[src/rtl/mac_feeder_if.sv]
// mac_feeder_if: buffer load, run control, MAC operand and result bundle.
// master is the sequencer, slave is the host / MAC side.
interface mac_feeder_if #(
    parameter int DEPTH = 8,
    parameter int OPW   = 4,
    parameter int ACCW  = 8,
    parameter int AW    = $clog2(DEPTH),
    parameter int LW    = $clog2(DEPTH + 1)
);
    logic            wr_en;
    logic [AW-1:0]   wr_addr;
    logic [OPW-1:0]  wr_a;
    logic [OPW-1:0]  wr_b;
    logic            start;
    logic [LW-1:0]   len;
    logic            busy;
    logic            mac_clr;
    logic [OPW-1:0]  mac_a;
    logic [OPW-1:0]  mac_b;
    logic [ACCW-1:0] mac_acc;
    logic            res_valid;
    logic            res_ready;
    logic [ACCW-1:0] res_data;
    logic            res_ovf;

    modport master (
        input  wr_en, wr_addr, wr_a, wr_b, start, len,
        input  mac_acc, res_ready,
        output busy, mac_clr, mac_a, mac_b,
        output res_valid, res_data, res_ovf
    );

    modport slave (
        output wr_en, wr_addr, wr_a, wr_b, start, len,
        output mac_acc, res_ready,
        input  busy, mac_clr, mac_a, mac_b,
        input  res_valid, res_data, res_ovf
    );
endinterface

[src/rtl/mac_feeder.sv]
// mac_feeder: streams buffered operand pairs into a small MAC unit and
// returns its accumulator with a wide shadow sum for overflow detection.
module mac_feeder #(
    parameter int DEPTH = 8,
    parameter int OPW   = 4,
    parameter int ACCW  = 8,
    parameter int AW    = $clog2(DEPTH),
    parameter int LW    = $clog2(DEPTH + 1)
) (
    input  logic         clk,
    input  logic         reset,
    mac_feeder_if.master bus
);
    localparam int SW = ACCW + AW + 1;
    localparam int PW = 2 * OPW;

    typedef enum logic [2:0] {
        IDLE, CLR, ISSUE, WAIT, HOLD
    } state_t;

    state_t          state_q, state_d;
    logic [OPW-1:0]  buf_a_q [DEPTH];
    logic [OPW-1:0]  buf_a_d [DEPTH];
    logic [OPW-1:0]  buf_b_q [DEPTH];
    logic [OPW-1:0]  buf_b_d [DEPTH];
    logic [AW-1:0]   idx_q, idx_d;
    logic [LW-1:0]   len_q, len_d;
    logic [SW-1:0]   sum_q, sum_d;
    logic            busy_q, busy_d;
    logic            mac_clr_q, mac_clr_d;
    logic [OPW-1:0]  mac_a_q, mac_a_d;
    logic [OPW-1:0]  mac_b_q, mac_b_d;
    logic            res_valid_q, res_valid_d;
    logic [ACCW-1:0] res_data_q, res_data_d;
    logic            res_ovf_q, res_ovf_d;

    logic [PW-1:0]   prod;
    logic            last;

    assign prod = PW'(buf_a_q[idx_q]) * PW'(buf_b_q[idx_q]);
    assign last = (LW'(idx_q) == len_q - LW'(1));

    always_comb begin
        state_d    = state_q;
        buf_a_d    = buf_a_q;
        buf_b_d    = buf_b_q;
        idx_d      = idx_q;
        len_d      = len_q;
        sum_d      = sum_q;
        res_data_d = res_data_q;
        res_ovf_d  = res_ovf_q;

        unique case (state_q)
            IDLE: begin
                // write lands before the run reads the buffer
                if (bus.wr_en) begin
                    buf_a_d[bus.wr_addr] = bus.wr_a;
                    buf_b_d[bus.wr_addr] = bus.wr_b;
                end
                if (bus.start) begin
                    if (bus.len == '0) begin
                        res_data_d = '0;
                        res_ovf_d  = 1'b0;
                        state_d    = HOLD;
                    end else begin
                        len_d   = (bus.len > LW'(DEPTH)) ?
                                  LW'(DEPTH) : bus.len;
                        state_d = CLR;
                    end
                end
            end
            CLR: begin
                sum_d   = '0;
                idx_d   = '0;
                state_d = ISSUE;
            end
            ISSUE: begin
                sum_d = sum_q + SW'(prod);
                if (last) begin
                    state_d = WAIT;
                end else begin
                    idx_d = idx_q + AW'(1);
                end
            end
            WAIT: begin
                res_data_d = bus.mac_acc;
                res_ovf_d  = |sum_q[SW-1:ACCW];
                state_d    = HOLD;
            end
            HOLD: begin
                if (bus.res_ready) begin
                    state_d = IDLE;
                end
            end
            default: state_d = IDLE;
        endcase

        busy_d      = (state_d != IDLE);
        mac_clr_d   = (state_d == CLR);
        res_valid_d = (state_d == HOLD);
        mac_a_d     = '0;
        mac_b_d     = '0;
        if (state_d == ISSUE) begin
            mac_a_d = buf_a_q[idx_d];
            mac_b_d = buf_b_q[idx_d];
        end
    end

    always_ff @(posedge clk or negedge reset) begin
        if (!reset) begin
            state_q     <= IDLE;
            idx_q       <= '0;
            len_q       <= '0;
            sum_q       <= '0;
            busy_q      <= 1'b0;
            mac_clr_q   <= 1'b0;
            mac_a_q     <= '0;
            mac_b_q     <= '0;
            res_valid_q <= 1'b0;
            res_data_q  <= '0;
            res_ovf_q   <= 1'b0;
            for (int i = 0; i < DEPTH; i++) begin
                buf_a_q[i] <= '0;
                buf_b_q[i] <= '0;
            end
        end else begin
            state_q     <= state_d;
            idx_q       <= idx_d;
            len_q       <= len_d;
            sum_q       <= sum_d;
            busy_q      <= busy_d;
            mac_clr_q   <= mac_clr_d;
            mac_a_q     <= mac_a_d;
            mac_b_q     <= mac_b_d;
            res_valid_q <= res_valid_d;
            res_data_q  <= res_data_d;
            res_ovf_q   <= res_ovf_d;
            buf_a_q     <= buf_a_d;
            buf_b_q     <= buf_b_d;
        end
    end

    assign bus.busy      = busy_q;
    assign bus.mac_clr   = mac_clr_q;
    assign bus.mac_a     = mac_a_q;
    assign bus.mac_b     = mac_b_q;
    assign bus.res_valid = res_valid_q;
    assign bus.res_data  = res_data_q;
    assign bus.res_ovf   = res_ovf_q;
endmodule

[src/flat_wrapper.sv]
// flat-port wrapper written by rule: the top's interface ports become plain ports
module mac_feeder_flat 
#(
    parameter int DEPTH = 8,
    parameter int OPW   = 4,
    parameter int ACCW  = 8,
    parameter int AW    = $clog2(DEPTH),
    parameter int LW    = $clog2(DEPTH + 1)
)
  (clk, reset, bus_wr_en, bus_wr_addr, bus_wr_a, bus_wr_b, bus_start, bus_len, bus_mac_acc, bus_res_ready, bus_busy, bus_mac_clr, bus_mac_a, bus_mac_b, bus_res_valid, bus_res_data, bus_res_ovf);
  mac_feeder_if #(.DEPTH(DEPTH), .OPW(OPW), .ACCW(ACCW), .AW(AW), .LW(LW)) bus_i ();
  input  logic clk;
  input  logic reset;
  input wire logic [$bits(bus_i.wr_en)-1:0] bus_wr_en;
  input wire logic [$bits(bus_i.wr_addr)-1:0] bus_wr_addr;
  input wire logic [$bits(bus_i.wr_a)-1:0] bus_wr_a;
  input wire logic [$bits(bus_i.wr_b)-1:0] bus_wr_b;
  input wire logic [$bits(bus_i.start)-1:0] bus_start;
  input wire logic [$bits(bus_i.len)-1:0] bus_len;
  input wire logic [$bits(bus_i.mac_acc)-1:0] bus_mac_acc;
  input wire logic [$bits(bus_i.res_ready)-1:0] bus_res_ready;
  output wire logic [$bits(bus_i.busy)-1:0] bus_busy;
  output wire logic [$bits(bus_i.mac_clr)-1:0] bus_mac_clr;
  output wire logic [$bits(bus_i.mac_a)-1:0] bus_mac_a;
  output wire logic [$bits(bus_i.mac_b)-1:0] bus_mac_b;
  output wire logic [$bits(bus_i.res_valid)-1:0] bus_res_valid;
  output wire logic [$bits(bus_i.res_data)-1:0] bus_res_data;
  output wire logic [$bits(bus_i.res_ovf)-1:0] bus_res_ovf;
  assign bus_i.wr_en = bus_wr_en;
  assign bus_i.wr_addr = bus_wr_addr;
  assign bus_i.wr_a = bus_wr_a;
  assign bus_i.wr_b = bus_wr_b;
  assign bus_i.start = bus_start;
  assign bus_i.len = bus_len;
  assign bus_i.mac_acc = bus_mac_acc;
  assign bus_i.res_ready = bus_res_ready;
  assign bus_busy = bus_i.busy;
  assign bus_mac_clr = bus_i.mac_clr;
  assign bus_mac_a = bus_i.mac_a;
  assign bus_mac_b = bus_i.mac_b;
  assign bus_res_valid = bus_i.res_valid;
  assign bus_res_data = bus_i.res_data;
  assign bus_res_ovf = bus_i.res_ovf;
  mac_feeder #(.DEPTH(DEPTH), .OPW(OPW), .ACCW(ACCW), .AW(AW), .LW(LW)) u_core (.clk(clk), .reset(reset), .bus(bus_i));
endmodule
[config.mk]
export PLATFORM = sky130hd
export DESIGN_NAME = mac_feeder_flat
export DESIGN_NICKNAME = d
export VERILOG_FILES = /design/src/rtl/mac_feeder_if.sv /design/src/rtl/mac_feeder.sv /design/src/flat_wrapper.sv
export SDC_FILE = /design/constraint.sdc
export NUM_CORES = 1
export LEC_CHECK = 0
export CORE_MARGIN = 8
export CORE_UTILIZATION = 50
export DETAILED_ROUTE_END_ITERATION = 6
export PLACE_DENSITY = 0.76
export REMOVE_ABC_BUFFERS = 1
export SLEW_MARGIN = 40
export SYNTH_ARGS = -nofsm -noshare
export SYNTH_HDL_FRONTEND = slang
export SYNTH_SLANG_ARGS = --single-unit
[constraint.sdc]
create_clock -name clk -period 11.7 [get_ports clk]
set_input_delay 3.51 -clock clk [delete_from_list [all_inputs] [get_ports clk]]
set_output_delay 3.51 -clock clk [all_outputs]
set_load 0.02 [all_outputs]
# == Yosys cells after proc, flatten, opt, wreduce, memory -nomap -nowiden ==
# Cells that the tools add are included.
# word_totals
ff_bits,106
out_inout_bits,20
inputBits,28
wordCells,93
# classes
n_eq_ne,10
addsub,3
magnitude_cmp,5
bitwise_logic,4
n_reduce_logical,10
multipliers,1
muxes,33
# op_table
operator,count
$bwmux W32,2
$bmux W4 S3,4
$mux W4,12
$pmux W12 S2,1
$mux W8,2
$pmux W8 S2,1
$mux W3,5
$pmux W3 S5,1
$add A12 B8 Y12,1
$demux W4 S3,1
$ge A4 B4 Y1 const B,3
$not A3 Y4,3
$eq A3 B2 Y1 const B,3
$mul A4 B4 Y8,1
$eq A3 B1 Y1 const B,2
$eq A3 B3 Y1 const B,2
$pmux W3 S2,1
$reduce_and A3 Y1,2
$eq A3 B4 Y1,1
$gt A4 B4 Y1 const B,1
$logic_not A4 Y1,1
$lt A4 B1 Y1 const B,1
$reduce_bool A2 Y1,2
$reduce_or A4 Y1,1
other kinds (11),12

# == Longest topological paths before layout ==
# depth
word_depth,9
ltp_mapped,19
depth_no_buf,17

# == Worst setup path after synthesis ==
# No wires, ideal clock.
# synth_path
kind,reg2reg
startpoint,register u_core.idx_q[0]
endpoint,register u_core.sum_q[11]
n_path_buf,2
setup_ns,0.136
stages_incl_launch_ff,19
period_less_slack_ns,4.792
slack_ns,6.908
arrival_ns,4.656
t_required_ns,11.564
path_cell_list,dfrtp_1 buf_4 buf_2 mux4_2 mux2i_1 or2_2 fa_1 fa_1 fa_1 inv_1 ha_1 a21o_1 a21oi_1 o21bai_1 a21oi_1 o21ai_0 nand3_1 xor2_1 o21ai_0
# synth_via
elab_chain_len,7
elab_cells_between_ends,10
cone_classes,1 x add/sub; 1 x mul; 7 x mux; 1 x bitwise
# synth_rtl
element,line_no,rtl
"start, declared",mac_feeder.sv:26,"logic [AW-1:0] idx_q, idx_d;"
"start signal, assigned",mac_feeder.sv:128,idx_q <= idx_d;
$not A3 Y4 (implied by the code) (*),mac_feeder.sv:40,assign prod = PW'(buf_a_q[idx_q]) * PW'(buf_b_q[idx_q]);
$bmux W4 S3,mac_feeder.sv:40,
$mux W4 (implied by the code) (2 in series),mac_feeder.sv:40,
$mul A4 B4 Y8 (*),mac_feeder.sv:40,
$add A12 B8 Y12 (*),mac_feeder.sv:78,sum_d = sum_q + SW'(prod);
$pmux W12 S2 (*),mac_feeder.sv:53,unique case (state_q)
"end signal, assigned",mac_feeder.sv:130,sum_q <= sum_d;
"end, declared",mac_feeder.sv:28,"logic [SW-1:0] sum_q, sum_d;"
# Mark *: on every way between the ends. The rest lies on a longest branch, timed or not. The select of a mux whose other input is x is not followed.
# A chain may end at the register's enable or synchronous reset.

# == Worst setup path after layout ==
# Same ends and word-level chain as after synthesis.

==> reports/results.ini <==
[clock_network]
worst_skew_pair.late_latency_ns = 0.36
cts.repair.resized = 0
h-tree-depth = 3
cts_root_buf = clkbuf_16
cts_buffers = 9
holdBufCountCts = 0
path_clk_slew_ns = 0.07
postCtsSetupBuffers = 0
cts_sinks = 106
cts_max_path_buffers = 2
cts_tree = yes

[timing]
relSlewSlack_pct = 45.1
rsz0062_at_grt = false
worst_pin_slew_ns = 0.820
skew_ns = 0.00711
fmax_ghz = 0.191
period_minus_slack_ns = 5.24
hold_viol = 0
slew_violations = 0
fin_ws_ns = 6.46
setup_viol = 0
fin_tns_setup_ns = 0
fin_crit_sh_pct = 44.8

[logic_synthesis]
synth_edf_count = 0
postSynth.asyncResetShare_pct = 100
syn_inst = 453
ys_seq_area_share_pct = 45.6
netlist_area_um2 = 5820
synth.distinct_cells = 49
synth-main-ff-cell = dfrtp_1
ys_seq_elements = 106
yosys_warnings = 0
synth_area_per_cell_um2 = 12.8

[status]
status = finished clean

[routing]
wirelength_um = 12600
first_pass_iters = 4
via_per_inst = 5.82
wl_per_cell_um = 19.5
drt_iter0_markers = 188
via_count = 3747
drc = 0
antenna_left = 0

[placed_design]
dp_hpwl_um = 8690
port_buffers = 47
postPlaceCellArea_um2 = 6400
routabilityCongestion = 0.793
pre_cts_ws_ns = 6.18

[critical_path]
cp_data_arrival_time_ns = 5.47
worstSetupEndpointType = register
cp.required_ns = 11.93
critical_path_class = reg -> reg
cp_max_fo = 19
cp-start-kind = register

[floorplan]
core-area_um2 = 11400
start_util_pct = 51.2
dieWidth_um = 124
io_pins = 48
die-area_um2 = 15400
fp-row-count = 39
die_h_um = 124

[global_routing]
grt_pass1_vias = 4060
grtUsageTotal_pct = 17.7
antenna_found_initial = 0
grt-ovfl-total = 0
grt_pass1_wl_um = 20700
grt_max_degree = 68

[worst_hold_path]
min_path_type = reg -> reg

[power]
p_leak_uw = 0.00318
max-vdd-ir-drop_mv = 0.142
power-per-cell-area_nw_per_um2 = 323

[final_layout]
fin_area_um2 = 6700
area_delta_synth_final_pct = 15.0
layout-drive-gt1-share_pct = 23.0
diodes = 0
nNetsFinal = 553

[job]
cap_violations = 0

critical path: stages (launching register included):
cell      delay [ns]
dfrtp_1         0.38
buf_4           0.36
mux4_2          0.54
mux2i_1         0.40
or2_2           0.21
fa_1            0.45
fa_1            0.51
fa_1            0.52
inv_1           0.05
ha_1            0.32
a21o_1          0.18
a21oi_1         0.24
o21bai_1        0.11
a21oi_1         0.24
o21ai_0         0.21
nand3_1         0.15
xor2_1          0.15
o21ai_0         0.08
power by group:
| group | total [µW] | switching, µW | internal [µW] |
|---|---|---|---|
| sequential | 658 | 131 | 527 |
| clock | 294 | 137 | 158 |
| combinational | 1210 | 609 | 598 |
through the flow:
step	hold slack, ns	std cells	total power, µW	util [%]
floorplan	0.456	434	1550	-
finish	0.483	644	2160	58.9
global route	0.513	644	2340	58.9
CTS	0.485	644	2180	58.8
global placement	0.474	628	1810	56.2
detailed placement	0.469	628	1870	56.3
logic make-up after synthesis:
| family | after synthesis | synth area share (%) |
|---|---|---|
| multiplexers | 136 | 28.2 |
| flip-flops | 106 | 45.6 |
| AND/OR/NAND/NOR | 64 | 6.04 |
| AO/OA/AOI/OAI | 59 | 7.14 |
| buffers and inverters | 48 | 3.87 |
| adder cells (fa/ha/maj) | 29 | 7.39 |
| XOR/XNOR | 11 | 1.78 |
path summary, 6_finish.rpt:
path	startpoint	to	slack, ns	depth (start not counted)
min	u_core.bus.res_ovf	u_core.bus.res_ovf	0.48	2
max in group asynchronous	reset	u_core.bus.res_ovf	7.59	2
min reg2reg	u_core.bus.res_ovf	u_core.bus.res_ovf	0.48	2
min in group asynchronous	reset	u_core.bus.busy	3.12	1
max	u_core.idx_q[0]	u_core.sum_q[11]	6.46	17
max reg2reg	u_core.idx_q[0]	u_core.sum_q[11]	6.46	17
cells in the final DEF (no fill, tap or decap), types with 2 or more instances in the layout:
cell type and count:
clkdlybuf4s50_1 46, nand2_1 15, a21oi_1 10, and3_1 3, nand3b_1 3, o22ai_1 4
o21ai_0 10, o21bai_1 3, mux2_2 64, xor2_1 4, xnor2_1 6, or3_1 2
buf_4 4, nand2b_1 3, or2_2 4, dfrtp_1 105, clkinv_4 2, nor2_1 14
nor3b_2 2, nand3_1 4, mux2i_1 56, inv_1 29, mux4_2 16, a22o_1 20
clkbuf_16 9, nor2_2 2, a21o_1 3, clkbuf_8 2, fa_1 9, ha_1 20
state kept, by name, summed over array words and instances, names as in the netlist:
name and cells:
u_core.buf_a_q 32, u_core.buf_b_q 32, u_core.sum_q 12, u_core.bus.res_data 8
u_core.bus.mac_a 4, u_core.bus.mac_b 4, u_core.len_q 4, u_core.idx_q 3
u_core.state_q 3, u_core.bus.busy 1, u_core.bus.mac_clr 1, u_core.bus.res_ovf 1
u_core.bus.res_valid 1
Yosys cell counts (3+ instances only):
master    number  share of area, %
o21bai_1       3              0.39
nor2_1        16               1.0
o22ai_1        4              0.43
nand2_1       15              0.97
a21o_1         3              0.39
nand2b_1       3              0.32
inv_1         29               1.9
xor2_1         4              0.60
a21oi_1       10              0.86
fa_1           9               3.1
buf_6          4              0.77
a22o_1        20               3.0
nand3b_1       3              0.39
o21ai_0       10              0.86
nand3_1        4              0.34
buf_2          3              0.26
xnor2_1        6              0.90
and3_1         3              0.32
or2_2          4              0.43
mux2i_1       56               9.6
ha_1          20               4.3
buf_4          3              0.39
clkbuf_1       7              0.45
mux4_2        16               6.2
mux2_2        64                12
dfrtp_1      106                46
final cells by class:
cell class / count / area (µm²)
Fill cell: 901 / 4670
Clock buffer: 12 / 256
Multi-Input combinational cell: 299 / 2960
Timing Repair Buffer: 51 / 502
Sequential cell: 106 / 2650
Clock inverter: 4 / 33.8
Tap cell: 143 / 179
Inverter: 29 / 109
layer usage:
| metal | share of wire, % | up-vias | global-route usage (%) |
|---|---|---|---|
| met2 | 50 | 69 | 29.7 |
| met4 | 2.7 | 0 | 6.99 |
| met5 | 0 | - | 0 |
| met1 | 43 | 1923 | 21.4 |
| met3 | 4.4 | 25 | 4.71 |
| li1 | - | 1730 | - |
Power figures use the tool's default switching activity.
==> RTL edit (config.mk and constraints unchanged) <==
`DEPTH` is set to 8 in 3 places; all go to 16.
--- a/src/rtl/mac_feeder_if.sv
+++ b/src/rtl/mac_feeder_if.sv
@@ -2,5 +2,5 @@
 // master is the sequencer, slave is the host / MAC side.
 interface mac_feeder_if #(
-    parameter int DEPTH = 8,
+    parameter int DEPTH = 16,
     parameter int OPW   = 4,
     parameter int ACCW  = 8,
--- a/src/rtl/mac_feeder.sv
+++ b/src/rtl/mac_feeder.sv
@@ -2,5 +2,5 @@
 // returns its accumulator with a wide shadow sum for overflow detection.
 module mac_feeder #(
-    parameter int DEPTH = 8,
+    parameter int DEPTH = 16,
     parameter int OPW   = 4,
     parameter int ACCW  = 8,
--- a/src/flat_wrapper.sv
+++ b/src/flat_wrapper.sv
@@ -2,5 +2,5 @@
 module mac_feeder_flat 
 #(
-    parameter int DEPTH = 8,
+    parameter int DEPTH = 16,
     parameter int OPW   = 4,
     parameter int ACCW  = 8,
Interface: changed (resized bus_len and bus_wr_addr); port bits go from 48 to 50. No check against the original RTL was run, so the function may have changed too.
==> RTL edit against the unedited design <==
  * Total power up 52%
  * Critical path type unchanged
  * Global-route usage up 2.2 points
  * Area after synthesis rose by 66%
  * Routed wire length up 82%
  * Worst setup slack got worse by 340 ps
  * Sequential cell count rose by 67
  * Via count up 77%
  * Cell area up 64%
  * Die area increased by 56%
  * Maximum frequency down 6.1%
  * First-iteration DRC count grew to 2.7 times the old value
==> RTL edit: results (changes against the unedited design) <==
[logic_synthesis]
synth_common_cells=dfrtp_1 (173), mux2_2 (126), mux2i_1 (82), nand2_1 (45), o21ai_0 (34)
synth_area_leaders=dfrtp_1 (45%), mux2_2 (15%), mux2i_1 (8.5%)
ys_types=59  ; +20%
avgSynthCellArea_um2=12.2  ; -5.3%
ys_warn_count=0  ; unchanged
synth-seq-area-share_pct=44.9  ; -0.64 points
async_reset_ff_share_pct=100  ; unchanged

[place]
hpwl_mm=15.4  ; +77%
gp_congestion=0.911  ; +15%
placed_cells=1069  ; +70%
portBuffers=49  ; +4.3%

[clock_tree]
htree_levels=4  ; +1
cts_made_buffers=17  ; +8
clkLatencyLatePin_ps=430  ; +70 ps
clk_pin_slew_worst_paths_ps=70  ; about the same
cts_setup_buffers=0  ; unchanged

[worst_hold_path]
holdPathStages=2  ; unchanged
holdCritPathClass=reg2reg
holdCritStartpoint=u_core.bus.res_ovf$_DFFE_PN0P_

[global_route]
grt_pass1_wl_mm=37.3  ; +80%
track_usage_pct=19.8  ; +2.2 points
grt_max_degree=100  ; +47%
grt_pass1_vias=6858  ; +69%
antenna_found_initial=0  ; unchanged

[route]
drt-total-wl_mm=22.9  ; +82%
drtPass1Iterations=4  ; unchanged
dr.first_iter.drc_count=504  ; +170%
vias=6629  ; +77%
viasPerCell=6.02  ; +3.4%

[layout]
fillers=1525  ; +69%
n_antenna_cell=0  ; unchanged
drive_above_1_share_pct=24.6  ; +1.6 points
reg_top3=u_core.buf_a_q: 64 flops, u_core.buf_b_q: 64 flops, u_core.sum_q: 13 flops
final_nets=888  ; +61%

[critical_path]
regToRegSetupSlack_ps=6120  ; -340 ps
cpPeakStageDelay_ps=660  ; +120 ps
crit_start=u_core.idx_q[2]$_DFF_PN0_
cpMaxStageDelayCell=dfrtp_1
crit_family=compound AO/OA/AOI/OAI gates
r2r_end=u_core.sum_q[10]$_DFFE_PN0N_
crit_fanout=20  ; +1
cp.arrival_ps=5890  ; +420 ps

[sta]
relSlewSlack_pct=44.6  ; -0.50 points
worst_clock_skew_ps=6.36  ; -0.743 ps

[power]
power_leakage_nw=4.99  ; +57%
peakVddDrop_uv=231  ; +63%

[status]
status=finished, final reports clean

[RTL edit: cell types whose count changed after synthesis, moves of 9 or more]
cell / change
mux2_4: +9
dfrtp_1: +67
o22ai_1: +23
a22o_1: -9
mux2i_1: +26
nand2_1: +30
or4_1: +10
and2_1: +12
a21oi_1: +10
mux2_2: +62
o21ai_0: +24
clkbuf_1: +17
[RTL edit: logic make-up (layout without fill, tap and decap cells)]
kind of cell / after synthesis / in the layout / share of synthesized area [%]
AOI/OAI and AO/OA: 137 / 137 / 9.48
and+or+nand+nor: 124 / 124 / 7.12
DFF: 173 / 173 / 44.9
adders and majority gates: 29 / 29 / 4.47
muxes: 241 / 241 / 29.3
xor gates and xnor gates: 14 / 14 / 1.27
buffers and inverters: 74 / 124 / 3.42
[RTL edit: worst min-delay path, stage by stage, from the launching register on]
cell and delay (ps):
dfrtp_1 340, nand2_1 50, nand2_1 60
[RTL edit: through the flow]
step / setup WS [ps] / util (%) / instance area [µm²] / total power, mW / hold slack [ps]
finish: 6120 / 58.5 / 11000 / 3.28 / 476
global route: 5750 / 58.5 / 11000 / 3.49 / 503
CTS: 6230 / 58.3 / 11000 / 3.28 / 484
detailed placement: 5880 / 54.9 / 10300 / 2.65 / 467
global placement: 5970 / 54.8 / 10300 / 2.61 / 459
floorplan: 5820 / - / 9430 / 2.23 / 442
[RTL edit: how the worst max path moves through the flow]
stage | depth (start not counted) | slack, ps | endpoint
after global routing | 17 | 5750 | u_core.sum_q[12]$_DFFE_PN0N_
after floorplan | 17 | 5820 | u_core.sum_q[11]$_DFFE_PN0N_
after global placement | 5 | 5970 | u_core.buf_b_q[53]$_DFFE_PN0P_
final | 17 | 6120 | u_core.sum_q[10]$_DFFE_PN0N_
after detailed placement | 5 | 5880 | u_core.buf_b_q[53]$_DFFE_PN0P_
after CTS | 18 | 6230 | u_core.sum_q[10]$_DFFE_PN0N_
[RTL edit: layout make-up]
type	count	area [µm²]	area share (%)
sequential	173	4330	39.4
multi-input combinational	545	4990	45.3
clock inverter	14	201	1.83
clock buffer	18	439	3.99
inverter	34	128	1.16
timing repair buffer	58	594	5.40
tap	260	325	2.96
[RTL edit: metal layers]
metal | GRT usage, % | wire (µm) | vias to the layer above
met5 | 0 | 0 | -
met4 | 7.37 | 629 | 0
met3 | 4.74 | 1080 | 36
met2 | 32.5 | 11000 | 173
met1 | 25.2 | 10200 | 3408
li1 | - | - | 3012
[RTL edit: where the power goes]
part / switching (mW) / internal [mW]
combinational: 0.781 / 0.781
clock: 0.260 / 0.352
sequential: 0.228 / 0.873
